`src/rtl/mem_ctrl_pkg.sv`:
```
// Shared types and constants for the byte-serial memory controller:
// FSM states, access size codes, IO region decode and owner encoding.
package mem_ctrl_pkg;

    localparam int ADDR    = 32;
    localparam int REGLINE = 32;

    typedef enum logic [1:0] {
        MC_IDLE  = 2'd0,
        MC_READ  = 2'd1,
        MC_WRITE = 2'd2
    } mc_state_t;

    localparam logic [1:0] SIZE_B = 2'b00;
    localparam logic [1:0] SIZE_H = 2'b01;
    localparam logic [1:0] SIZE_W = 2'b10;

    localparam logic [ADDR-1:0] IO_MASK = 32'h0003_0000;
    localparam logic [ADDR-1:0] IO_CMP  = 32'h0003_0000;

    localparam logic OWN_IF = 1'b0;
    localparam logic OWN_LS = 1'b1;

    // Index of the final byte of an access; undefined size code 2'b11 acts as a word.
    function automatic logic [1:0] size_last(input logic [1:0] size);
        case (size)
            SIZE_B:  return 2'd0;
            SIZE_H:  return 2'd1;
            default: return 2'd3;
        endcase
    endfunction

    function automatic logic is_io(input logic [ADDR-1:0] addr);
        return (addr & IO_MASK) == IO_CMP;
    endfunction

endpackage

```
`src/rtl/mem_rr_arbiter.sv`:
```
// Two-requester round-robin arbiter (bit 0 = fetch, bit 1 = load/store); combinational,
// on a tie the requester not granted last wins.
module mem_rr_arbiter
    import mem_ctrl_pkg::*;
(
    input  logic [1:0] req,
    input  logic       last,
    output logic [1:0] grant
);

    always_comb begin
        grant = req;
        if (req == 2'b11) begin
            grant = (last == OWN_IF) ? 2'b10 : 2'b01;
        end
    end

endmodule

```
`src/rtl/mem_ctrl.sv`:
```
// Byte-serial RAM/IO controller shared by fetch and load/store; N-byte read or write completes N+1 cycles after grant.
// rdy low freezes all state; with MEMCTRL_IO_STALL_EN, IO-region stores wait while io_buffer_full is high.
module mem_ctrl
    import mem_ctrl_pkg::*;
(
    input  logic               clk,
    input  logic               rst,
    input  logic               rdy,
    input  logic [7:0]         mem_din,
    output logic [7:0]         mem_dout,
    output logic [ADDR-1:0]    mem_a,
    output logic               mem_wr,
    input  logic               io_buffer_full,
    input  logic               flush,
    input  logic               if_req,
    input  logic [ADDR-1:0]    if_addr,
    output logic               if_done,
    output logic [REGLINE-1:0] if_data,
    input  logic               ls_req,
    input  logic               ls_wr,
    input  logic [1:0]         ls_size,
    input  logic [ADDR-1:0]    ls_addr,
    input  logic [REGLINE-1:0] ls_wdata,
    output logic               ls_done,
    output logic [REGLINE-1:0] ls_rdata
);

    mc_state_t          state_q, state_d;
    logic [1:0]         cnt_q, cnt_d, nlast_q, nlast_d;
    logic               owner_q, owner_d, last_q, last_d;
    logic [ADDR-1:0]    base_q, base_d, mem_a_q, mem_a_d;
    logic [REGLINE-1:0] wdata_q, wdata_d, rbuf_q, rbuf_d;
    logic [7:0]         mem_dout_q, mem_dout_d;
    logic               mem_wr_q, mem_wr_d;
    logic               if_done_q, if_done_d, ls_done_q, ls_done_d;
    logic [REGLINE-1:0] if_data_q, if_data_d, ls_rdata_q, ls_rdata_d;

    logic               if_elig, ls_elig;
    logic [1:0]         grant;
    logic [1:0]         cnt_nxt;
    logic [REGLINE-1:0] read_word;

    // A requester whose done is pulsing still holds its old request; mask it for that cycle.
    assign if_elig = if_req && !if_done_q;
`ifdef MEMCTRL_IO_STALL_EN
    assign ls_elig = ls_req && !ls_done_q && !(ls_wr && is_io(ls_addr) && io_buffer_full);
`else
    logic io_full_unused;
    assign io_full_unused = io_buffer_full;
    assign ls_elig = ls_req && !ls_done_q;
`endif

    mem_rr_arbiter u_arb (
        .req   ({ls_elig, if_elig}),
        .last  (last_q),
        .grant (grant)
    );

    assign cnt_nxt   = cnt_q + 2'd1;
    assign read_word = rbuf_q | ({24'd0, mem_din} << {cnt_q, 3'b000});

    always_comb begin
        state_d    = state_q;
        cnt_d      = cnt_q;
        nlast_d    = nlast_q;
        owner_d    = owner_q;
        last_d     = last_q;
        base_d     = base_q;
        wdata_d    = wdata_q;
        rbuf_d     = rbuf_q;
        mem_a_d    = mem_a_q;
        mem_dout_d = mem_dout_q;
        mem_wr_d   = mem_wr_q;
        if_done_d  = 1'b0;
        ls_done_d  = 1'b0;
        if_data_d  = if_data_q;
        ls_rdata_d = ls_rdata_q;
        case (state_q)
            MC_IDLE: begin
                if (!flush && (grant != 2'b00)) begin
                    owner_d = grant[1];
                    last_d  = grant[1];
                    cnt_d   = 2'd0;
                    rbuf_d  = '0;
                    wdata_d = ls_wdata;
                    base_d  = grant[1] ? ls_addr : if_addr;
                    mem_a_d = grant[1] ? ls_addr : if_addr;
                    nlast_d = grant[1] ? size_last(ls_size) : 2'd3;
                    if (grant[1] && ls_wr) begin
                        state_d    = MC_WRITE;
                        mem_wr_d   = 1'b1;
                        mem_dout_d = ls_wdata[7:0];
                    end else begin
                        state_d  = MC_READ;
                        mem_wr_d = 1'b0;
                    end
                end
            end
            MC_READ: begin
                if (flush) begin
                    state_d  = MC_IDLE;
                    mem_a_d  = '0;
                    mem_wr_d = 1'b0;
                end else begin
                    rbuf_d = read_word;
                    if (cnt_q == nlast_q) begin
                        state_d = MC_IDLE;
                        mem_a_d = '0;
                        if (owner_q == OWN_LS) begin
                            ls_done_d  = 1'b1;
                            ls_rdata_d = read_word;
                        end else begin
                            if_done_d = 1'b1;
                            if_data_d = read_word;
                        end
                    end else begin
                        cnt_d   = cnt_nxt;
                        mem_a_d = base_q + {30'd0, cnt_nxt};
                    end
                end
            end
            MC_WRITE: begin
                // Stores are already committed, so a flush here is deliberately ignored.
                if (cnt_q == nlast_q) begin
                    state_d   = MC_IDLE;
                    mem_wr_d  = 1'b0;
                    mem_a_d   = '0;
                    ls_done_d = 1'b1;
                end else begin
                    cnt_d      = cnt_nxt;
                    mem_a_d    = base_q + {30'd0, cnt_nxt};
                    mem_dout_d = wdata_q[{cnt_nxt, 3'b000} +: 8];
                end
            end
            default: state_d = MC_IDLE;
        endcase
    end

    always_ff @(posedge clk) begin
        if (rst) begin
            state_q    <= MC_IDLE;
            cnt_q      <= 2'd0;
            nlast_q    <= 2'd0;
            owner_q    <= OWN_IF;
            last_q     <= OWN_IF;
            base_q     <= '0;
            wdata_q    <= '0;
            rbuf_q     <= '0;
            mem_a_q    <= '0;
            mem_dout_q <= 8'd0;
            mem_wr_q   <= 1'b0;
            if_done_q  <= 1'b0;
            ls_done_q  <= 1'b0;
            if_data_q  <= '0;
            ls_rdata_q <= '0;
        end else if (rdy) begin
            state_q    <= state_d;
            cnt_q      <= cnt_d;
            nlast_q    <= nlast_d;
            owner_q    <= owner_d;
            last_q     <= last_d;
            base_q     <= base_d;
            wdata_q    <= wdata_d;
            rbuf_q     <= rbuf_d;
            mem_a_q    <= mem_a_d;
            mem_dout_q <= mem_dout_d;
            mem_wr_q   <= mem_wr_d;
            if_done_q  <= if_done_d;
            ls_done_q  <= ls_done_d;
            if_data_q  <= if_data_d;
            ls_rdata_q <= ls_rdata_d;
        end
    end

    assign mem_a    = mem_a_q;
    assign mem_dout = mem_dout_q;
    assign mem_wr   = mem_wr_q && rdy;
    assign if_done  = if_done_q;
    assign if_data  = if_data_q;
    assign ls_done  = ls_done_q;
    assign ls_rdata = ls_rdata_q;

endmodule

```
`config.mk`:
```
export PLATFORM = sky130hd
export DESIGN_NAME = mem_ctrl
export DESIGN_NICKNAME = d
export VERILOG_FILES = /design/src/rtl/mem_ctrl_pkg.sv /design/src/rtl/mem_rr_arbiter.sv /design/src/rtl/mem_ctrl.sv
export SDC_FILE = /design/constraint.sdc
export NUM_CORES = 1
export LEC_CHECK = 0
export ABC_CLOCK_PERIOD_IN_PS = 7200
export CAP_MARGIN = 20
export CORE_AREA = 3 3 151 153
export CTS_CLUSTER_DIAMETER = 30
export DETAILED_ROUTE_END_ITERATION = 16
export DIE_AREA = 0 0 154 156
export PLACE_DENSITY = 0.67
export SYNTH_ARGS = -nofsm -noshare
export SYNTH_HDL_FRONTEND = slang
export SYNTH_HIERARCHICAL = 1
export SYNTH_SLANG_ARGS = --single-unit
```
`constraint.sdc`:
```
create_clock -name clk -period 7.2 [get_ports clk]
set_clock_uncertainty 0.15 [all_clocks]
set_input_delay 1.08 -clock clk [delete_from_list [all_inputs] [get_ports clk]]
set_output_delay 1.08 -clock clk [all_outputs]
set_load 0.02 [all_outputs]
```
==> results of run 1 <==
flip-flops by register name, summed over array words and instances, names as in the netlist:
name and cells:
base_q 32, if_data 32, ls_rdata 32, mem_a 32, rbuf_q 32, wdata_q 32
mem_dout 8, cnt_q 2, nlast_q 2, state_q 2, if_done 1, last_q 1
ls_done 1, mem_wr_q 1
metal layers:
| metal | vias up | share of wire [%] |
|---|---|---|
| met4 | 0 | 1.7 |
| li1 | 4261 | - |
| met5 | - | 0 |
| met3 | 33 | 8.0 |
| met1 | 3950 | 44 |
| met2 | 258 | 46 |
per-stage QoR:
stage               hold slack, ps  util (%)  std cells
floorplan                      283         -       1082
global placement               290      53.0       1502
detailed placement             295      53.0       1502
CTS                            301      59.7       1579
global route                   317      59.8       1580
finish                         300      59.8       1580
layout by cell type, fill, tap and decap left out, drive strengths merged, types with 11 or more instances in the layout:
cell type and n:
a21oi 109, nor3 28, clkbuf 54, clkdlybuf4s50 218, mux2i 42, nor2 223
or4 11, dfxtp 210, a211oi 122, buf 14, inv 19, nand4 12
nand2 87, o21ai 14
final timing paths:
kind | from | to | slack, ps | cells after the start
worst max register to register | cnt_q[0]$_SDFFE_PP0P_ | mem_a[30]$_SDFFE_PP0P_ | 3160 | 11
worst max-delay path | cnt_q[0]$_SDFFE_PP0P_ | mem_a[30]$_SDFFE_PP0P_ | 3160 | 11
worst min-delay path | wdata_q[29]$_SDFFE_PP0P_ | wdata_q[29]$_SDFFE_PP0P_ | 300 | 2
worst min register to register | wdata_q[29]$_SDFFE_PP0P_ | wdata_q[29]$_SDFFE_PP0P_ | 300 | 2
where the power goes:
group | total, mW | internal [mW] | switching (mW)
sequential | 1.25 | 1.21 | 0.0381
clock | 1.95 | 1.30 | 0.657
combinational | 0.365 | 0.171 | 0.194
logic make-up after synthesis:
family	count (synthesis)	share of synthesized area, %
xor gates and xnor gates	16	1.51
DFF	210	45.4
adders and majority gates	7	1.03
and+or+nand+nor	407	19.5
buffers and inverters	104	5.16
muxes	58	7.46
AOI/OAI and AO/OA	280	19.9
critical path, cell delays in order, from the launching register on:
cell and delay, ps:
sky130_fd_sc_hd__dfxtp_1 300, sky130_fd_sc_hd__buf_4 290, sky130_fd_sc_hd__inv_1 200, sky130_fd_sc_hd__nor2_1 510
sky130_fd_sc_hd__or2_2 250, sky130_fd_sc_hd__inv_1 60, sky130_fd_sc_hd__fa_1 440, sky130_fd_sc_hd__and4b_1 460
sky130_fd_sc_hd__nand3_1 380, sky130_fd_sc_hd__or4_1 600, sky130_fd_sc_hd__a21oi_1 160, sky130_fd_sc_hd__o221a_1 190
layout make-up:
type                    count  area (sq um)  share of cell area, %
clock buffers              54          1160                   8.92
clock inverters            23           292                   2.25
inverters                  13          48.8                  0.376
multi-input cells         768          4610                   35.6
flip-flops and latches    210          4200                   32.4
well taps                 280           350                   2.70
repair buffers            232          2300                   17.8
==> metrics.yaml, run 1 <==
run_status: "finished clean"
post-synth-top-area-fraction_pct: 45.4
cts_root_buf: "sky130_fd_sc_hd__clkbuf_16"
via_count_of_the_first_global_routing_pass: 8067
drv.max_cap_violation_count: 0
grt_antenna_before_repair: 0
timing.critical_path.to_type: "flop"
transition_at_the_pin_with_the_smallest_max_transition_slack_ps: 1050
clock.fmax_mhz: 248
ir_worst_vdd_mv: 0.190
grt_start_max_net_pins: 102
grt_busiest_layer: "met2"
layout.nets: 1389
synth_fp_nets: 1203
initial_utilization_pct: 42.7
cts_inserted_buffers: 43
clock_path_buffers: 3
area_growth_syn_to_layout_pct: 40.0
ys_warn_count: 6
core_area_sq_um: 21700
cell_types_with_the_highest_counts_after_synthesis: "sky130_fd_sc_hd__nor2_1 (223), sky130_fd_sc_hd__dfxtp_1 (210), sky130_fd_sc_hd__a211oi_1 (121)"
final_instance_area_sq_um: 13000
row_count: 54
post-synth-top-area-cell: "sky130_fd_sc_hd__dfxtp_1"
post_cts_resized: 0
post_cts_hold_buffer_count: 0
grt_use_met2_pct: 34.2
die-area_sq_um: 24000
synthArstFlopShare_pct: 0
vias_per_cell: 5.38
n_antenna_cell: 0
synth_sequential_area_ratio_pct: 45.4
worstPathArrival_ps: 4350
synth_cell_types: 69
synth-main-ff-cell: "sky130_fd_sc_hd__dfxtp_1"
min-delay-path-class: "flop to flop"
met1_usage_pct: 27.5
number_of_top_level_pins: 221
ys_seq_elements: 210
fin_crit_ps: 4040
fraction_of_layout_instances_using_a_drive_strength_above_1_pct: 9.85
initialDrtViolationCount: 471
die_width_um: 154
postRouteAntennaNets: 0
timing.final.max_slew_violations: 0
insertion_delay_ps: 530
lkg_pwr_nw: 4.60
setup_viol: 0
routabilityCongestion: 0.875
power_per_cell_area_nw_per_um2: 275
netlist_top_cells_area: "sky130_fd_sc_hd__dfxtp_1 (45%), sky130_fd_sc_hd__a211oi_1 (9.8%), sky130_fd_sc_hd__nor2_1 (9.0%)"
hold_viol_final: 0
port-buffer-count: 219
worstSetupStartpointType: "flop"
synthesis.instances: 1082
total_congestion_overflow_after_global_routing: 0
timing_worst_setup_path_type: "flop to flop"
tritoncts: "built"
design_power_total_mw: 3.57
htree_num_levels: 2
cts.reportedPaths.clkPinSlew_ps: 50
syn-cell-area_sq_um: 9260
finalSetupTns_ps: 0
global_route.usage.total_pct: 21.0
grt_pass1_wl_um: 42200
hpwlAfterDp_um: 17400
cts.repair_timing.setup_buffer_count: 0
rsz0062_at_grt: "no"
min_period_over_period_pct: 56.1
final.fill_count: 1923
cp_max_fo: 17
max_slew_margin_pct: 29.9
met3_usage_pct: 6.21
synth.most_common_cell: "sky130_fd_sc_hd__nor2_1"
post-route-worst-setup-slack_ps: 3160
preCtsSetupSlack_ps: 2720
drt_first_pass_iters: 5
synthesis.area_per_instance_sq_um: 8.56
wl_per_cell_um: 16.6
cts.sinks: 210
number_of_synthesized_flops_with_an_enable_pin: 0
remaining_drc_errors: 0
num_vias: 8502
crit_required_ps: 7520
die_ht_um: 156
placedInstanceArea_sq_um: 11500
totalWireLength_um: 26200
(Power assumes the default switching activity.)
==> run 2: changes to the inputs <==
ABC_CLOCK_PERIOD_IN_PS = 4000   (was 7200)
clock period = 4 ns   (was 7.2 ns; I/O delays follow)
==> run 2 against run 1 <==
Compared with the run above:
- critical path depth down 2
- wire length grew 1.0%
- power increased by 77%
- sequential share of layout area shrank 0.066 points
- global-route usage increased by 0.16 points
- fmax up 20%
- register-to-register slack got worse by 2500 ps
- flip-flop and latch count did not move
- first-iteration DRC count shrank 3.4%
- count of clock-buffer cells in the layout grew 8
- sequential power increased by 81%
==> metrics.yaml, run 2 (synthesis gave the netlist of run 1 again) <==
fin_crit_ps: 3370  # was 4040 ps
htree_num_levels: 2  # unchanged
crit_path_max_incr_delay_ps: 870  # was 600 ps
finalSetupTns_ps: 0  # unchanged
initialDrtViolationCount: 455  # was 471
total_congestion_overflow_after_global_routing: 0  # unchanged
min-delay-path-class: "flop to flop"  # unchanged
critical_path.top_delay_family: "simple AND/OR/NAND/NOR gates"  # unchanged
timing.final.max_slew_violations: 0  # unchanged
transition_at_the_pin_with_the_smallest_max_transition_slack_ps: 872  # was 1050 ps
critical_path_buf_inv_count: 1  # was 3
wl_per_cell_um: 16.7  # was 16.6 um
grt_start_max_net_pins: 113  # was 102
post-route-worst-setup-slack_ps: 634  # was 3160 ps
final-seq-area_sq_um: 4200  # unchanged
cts.repair_timing.setup_buffer_count: 0  # unchanged
die_ht_um: 156  # unchanged
power_per_cell_area_nw_per_um2: 485  # was 275 nW/um^2
tritoncts: "built"  # unchanged
final_instance_area_sq_um: 13000  # about the same
vias_per_cell: 5.33  # was 5.38
run_status: "finished clean"  # unchanged
post_cts_resized: 0  # unchanged
slowest_cell_on_crit_path: "sky130_fd_sc_hd__or4_1"  # unchanged
fraction_of_layout_instances_using_a_drive_strength_above_1_pct: 10.1  # was 9.85%
remaining_drc_errors: 0  # unchanged
preCtsSetupSlack_ps: 656  # was 2720 ps
min_period_over_period_pct: 84.2  # was 56.1%
worstPathArrival_ps: 3570  # was 4350 ps
insertion_delay_ps: 520  # was 530 ps
die_width_um: 154  # unchanged
post_cts_hold_buffer_count: 0  # unchanged
final_common_cell: "sky130_fd_sc_hd__nor2_1"  # unchanged
routabilityCongestion: 0.860  # was 0.875
mostFrequentLayoutCells: "sky130_fd_sc_hd__nor2_1 (222), sky130_fd_sc_hd__clkdlybuf4s50_1 (218), sky130_fd_sc_hd__dfxtp_1 (210)"  # unchanged
multi_input_area_sq_um: 4610  # unchanged
grt_pass1_wl_um: 42400  # was 42200 um
timing.critical_path.to_type: "flop"  # unchanged
clock.fmax_mhz: 297  # was 248 MHz
drt_first_pass_iters: 5  # unchanged
number_of_top_level_pins: 221  # unchanged
area_growth_syn_to_layout_pct: 40.3  # was 40.0%
initial_utilization_pct: 42.7  # unchanged
clock_path_buffers: 3  # unchanged
critical_path_cell_sequence: "buf_4 > nor2b_1 > or2_2 > ha_1 > a21oi_1 > or4_1 > o31a_2 > o21ai_2 > a211oi_2"  # was buf_4 > inv_1 > nor2_1 > or2_2 > inv_1 > fa_1 > and4b_1 > nand3_1 > or4_1 > a21oi_1 > o221a_1
worstSetupStartpointType: "flop"  # unchanged
reg2reg_slack_ps: 630  # was 3160 ps
placedInstanceArea_sq_um: 11600  # was 11500 sq um
timing_worst_setup_path_type: "flop to flop"  # unchanged
core_area_sq_um: 21700  # unchanged
rsz0062_at_grt: "no"  # unchanged
die-area_sq_um: 24000  # unchanged
layout.nets: 1397  # was 1389
final.fill_count: 1890  # was 1923
totalWireLength_um: 26500  # was 26200 um
setup_viol: 0  # unchanged
cp_max_fo: 18  # was 17
cts.reportedPaths.clkPinSlew_ps: 50  # about the same
cts.sinks: 210  # unchanged
lkg_pwr_nw: 4.61  # was 4.60 nW
drv.max_cap_violation_count: 0  # unchanged
hpwlAfterDp_um: 17700  # was 17400 um
via_count_of_the_first_global_routing_pass: 8137  # was 8067
postRouteAntennaNets: 0  # unchanged
grt_antenna_before_repair: 1  # was 0
hold_viol_final: 0  # unchanged
port-buffer-count: 219  # unchanged
max_slew_margin_pct: 41.8  # was 29.9%
global_route.usage.total_pct: 21.1  # was 21.0%
cts_inserted_buffers: 43  # unchanged
n_antenna_cell: 0  # unchanged
crit_required_ps: 4200  # was 7520 ps
cts_root_buf: "sky130_fd_sc_hd__clkbuf_16"  # unchanged
ir_worst_vdd_mv: 0.340  # was 0.190 mV
row_count: 54  # unchanged
num_vias: 8468  # was 8502
[run 2: per-layer routing]
layer / global-route usage [%] / part of all wire, % / wire length [um]
met1: 26.7 / 43 / 11400
met2: 35.1 / 47 / 12500
met3: 7.07 / 7.9 / 2100
met4: 5.30 / 1.8 / 471
met5: 0 / 0.049 / 13
[run 2: cell type report]
type / count / area share [%]
Tap cell: 280 / 2.70
Clock inverter: 15 / 1.35
Multi-Input combinational cell: 768 / 35.5
Timing Repair Buffer: 240 / 18.3
Clock buffer: 62 / 9.45
Inverter: 13 / 0.376
Sequential cell: 210 / 32.4
[run 2: worst paths after layout]
path / from / to / depth (start not counted)
setup / recovery: cnt_q[0]$_SDFFE_PP0P_ / mem_a[31]$_SDFFE_PP0P_ / 9
hold / removal: wdata_q[5]$_SDFFE_PP0P_ / wdata_q[5]$_SDFFE_PP0P_ / 2
setup reg to reg: cnt_q[0]$_SDFFE_PP0P_ / mem_a[31]$_SDFFE_PP0P_ / 9
hold reg to reg: wdata_q[5]$_SDFFE_PP0P_ / wdata_q[5]$_SDFFE_PP0P_ / 2
[run 2: worst min-delay path, delay by kind of cell (launching register included)]
family | cells | cell delay (ps)
and+or+nand+nor | 1 | 50
AOI/OAI and AO/OA | 1 | 50
DFF | 1 | 300
[run 2: stage by stage]
stage	power, mW	cells	hold slack [ps]	util, %
final	6.30	1588	304	59.9
after global routing	6.55	1588	314	59.9
after CTS	6.37	1588	305	59.9
after detailed placement	2.96	1511	297	53.4
after global placement	2.95	1511	291	53.4
after floorplan	2.66	1082	283	-
[run 2: report_power, final]
group | total, mW | internal (mW) | switching (mW) | leakage, nW
sequential | 2.26 | 2.19 | 0.0693 | 1.71
clock | 3.38 | 2.26 | 1.12 | 0.673
combinational | 0.664 | 0.313 | 0.352 | 2.23
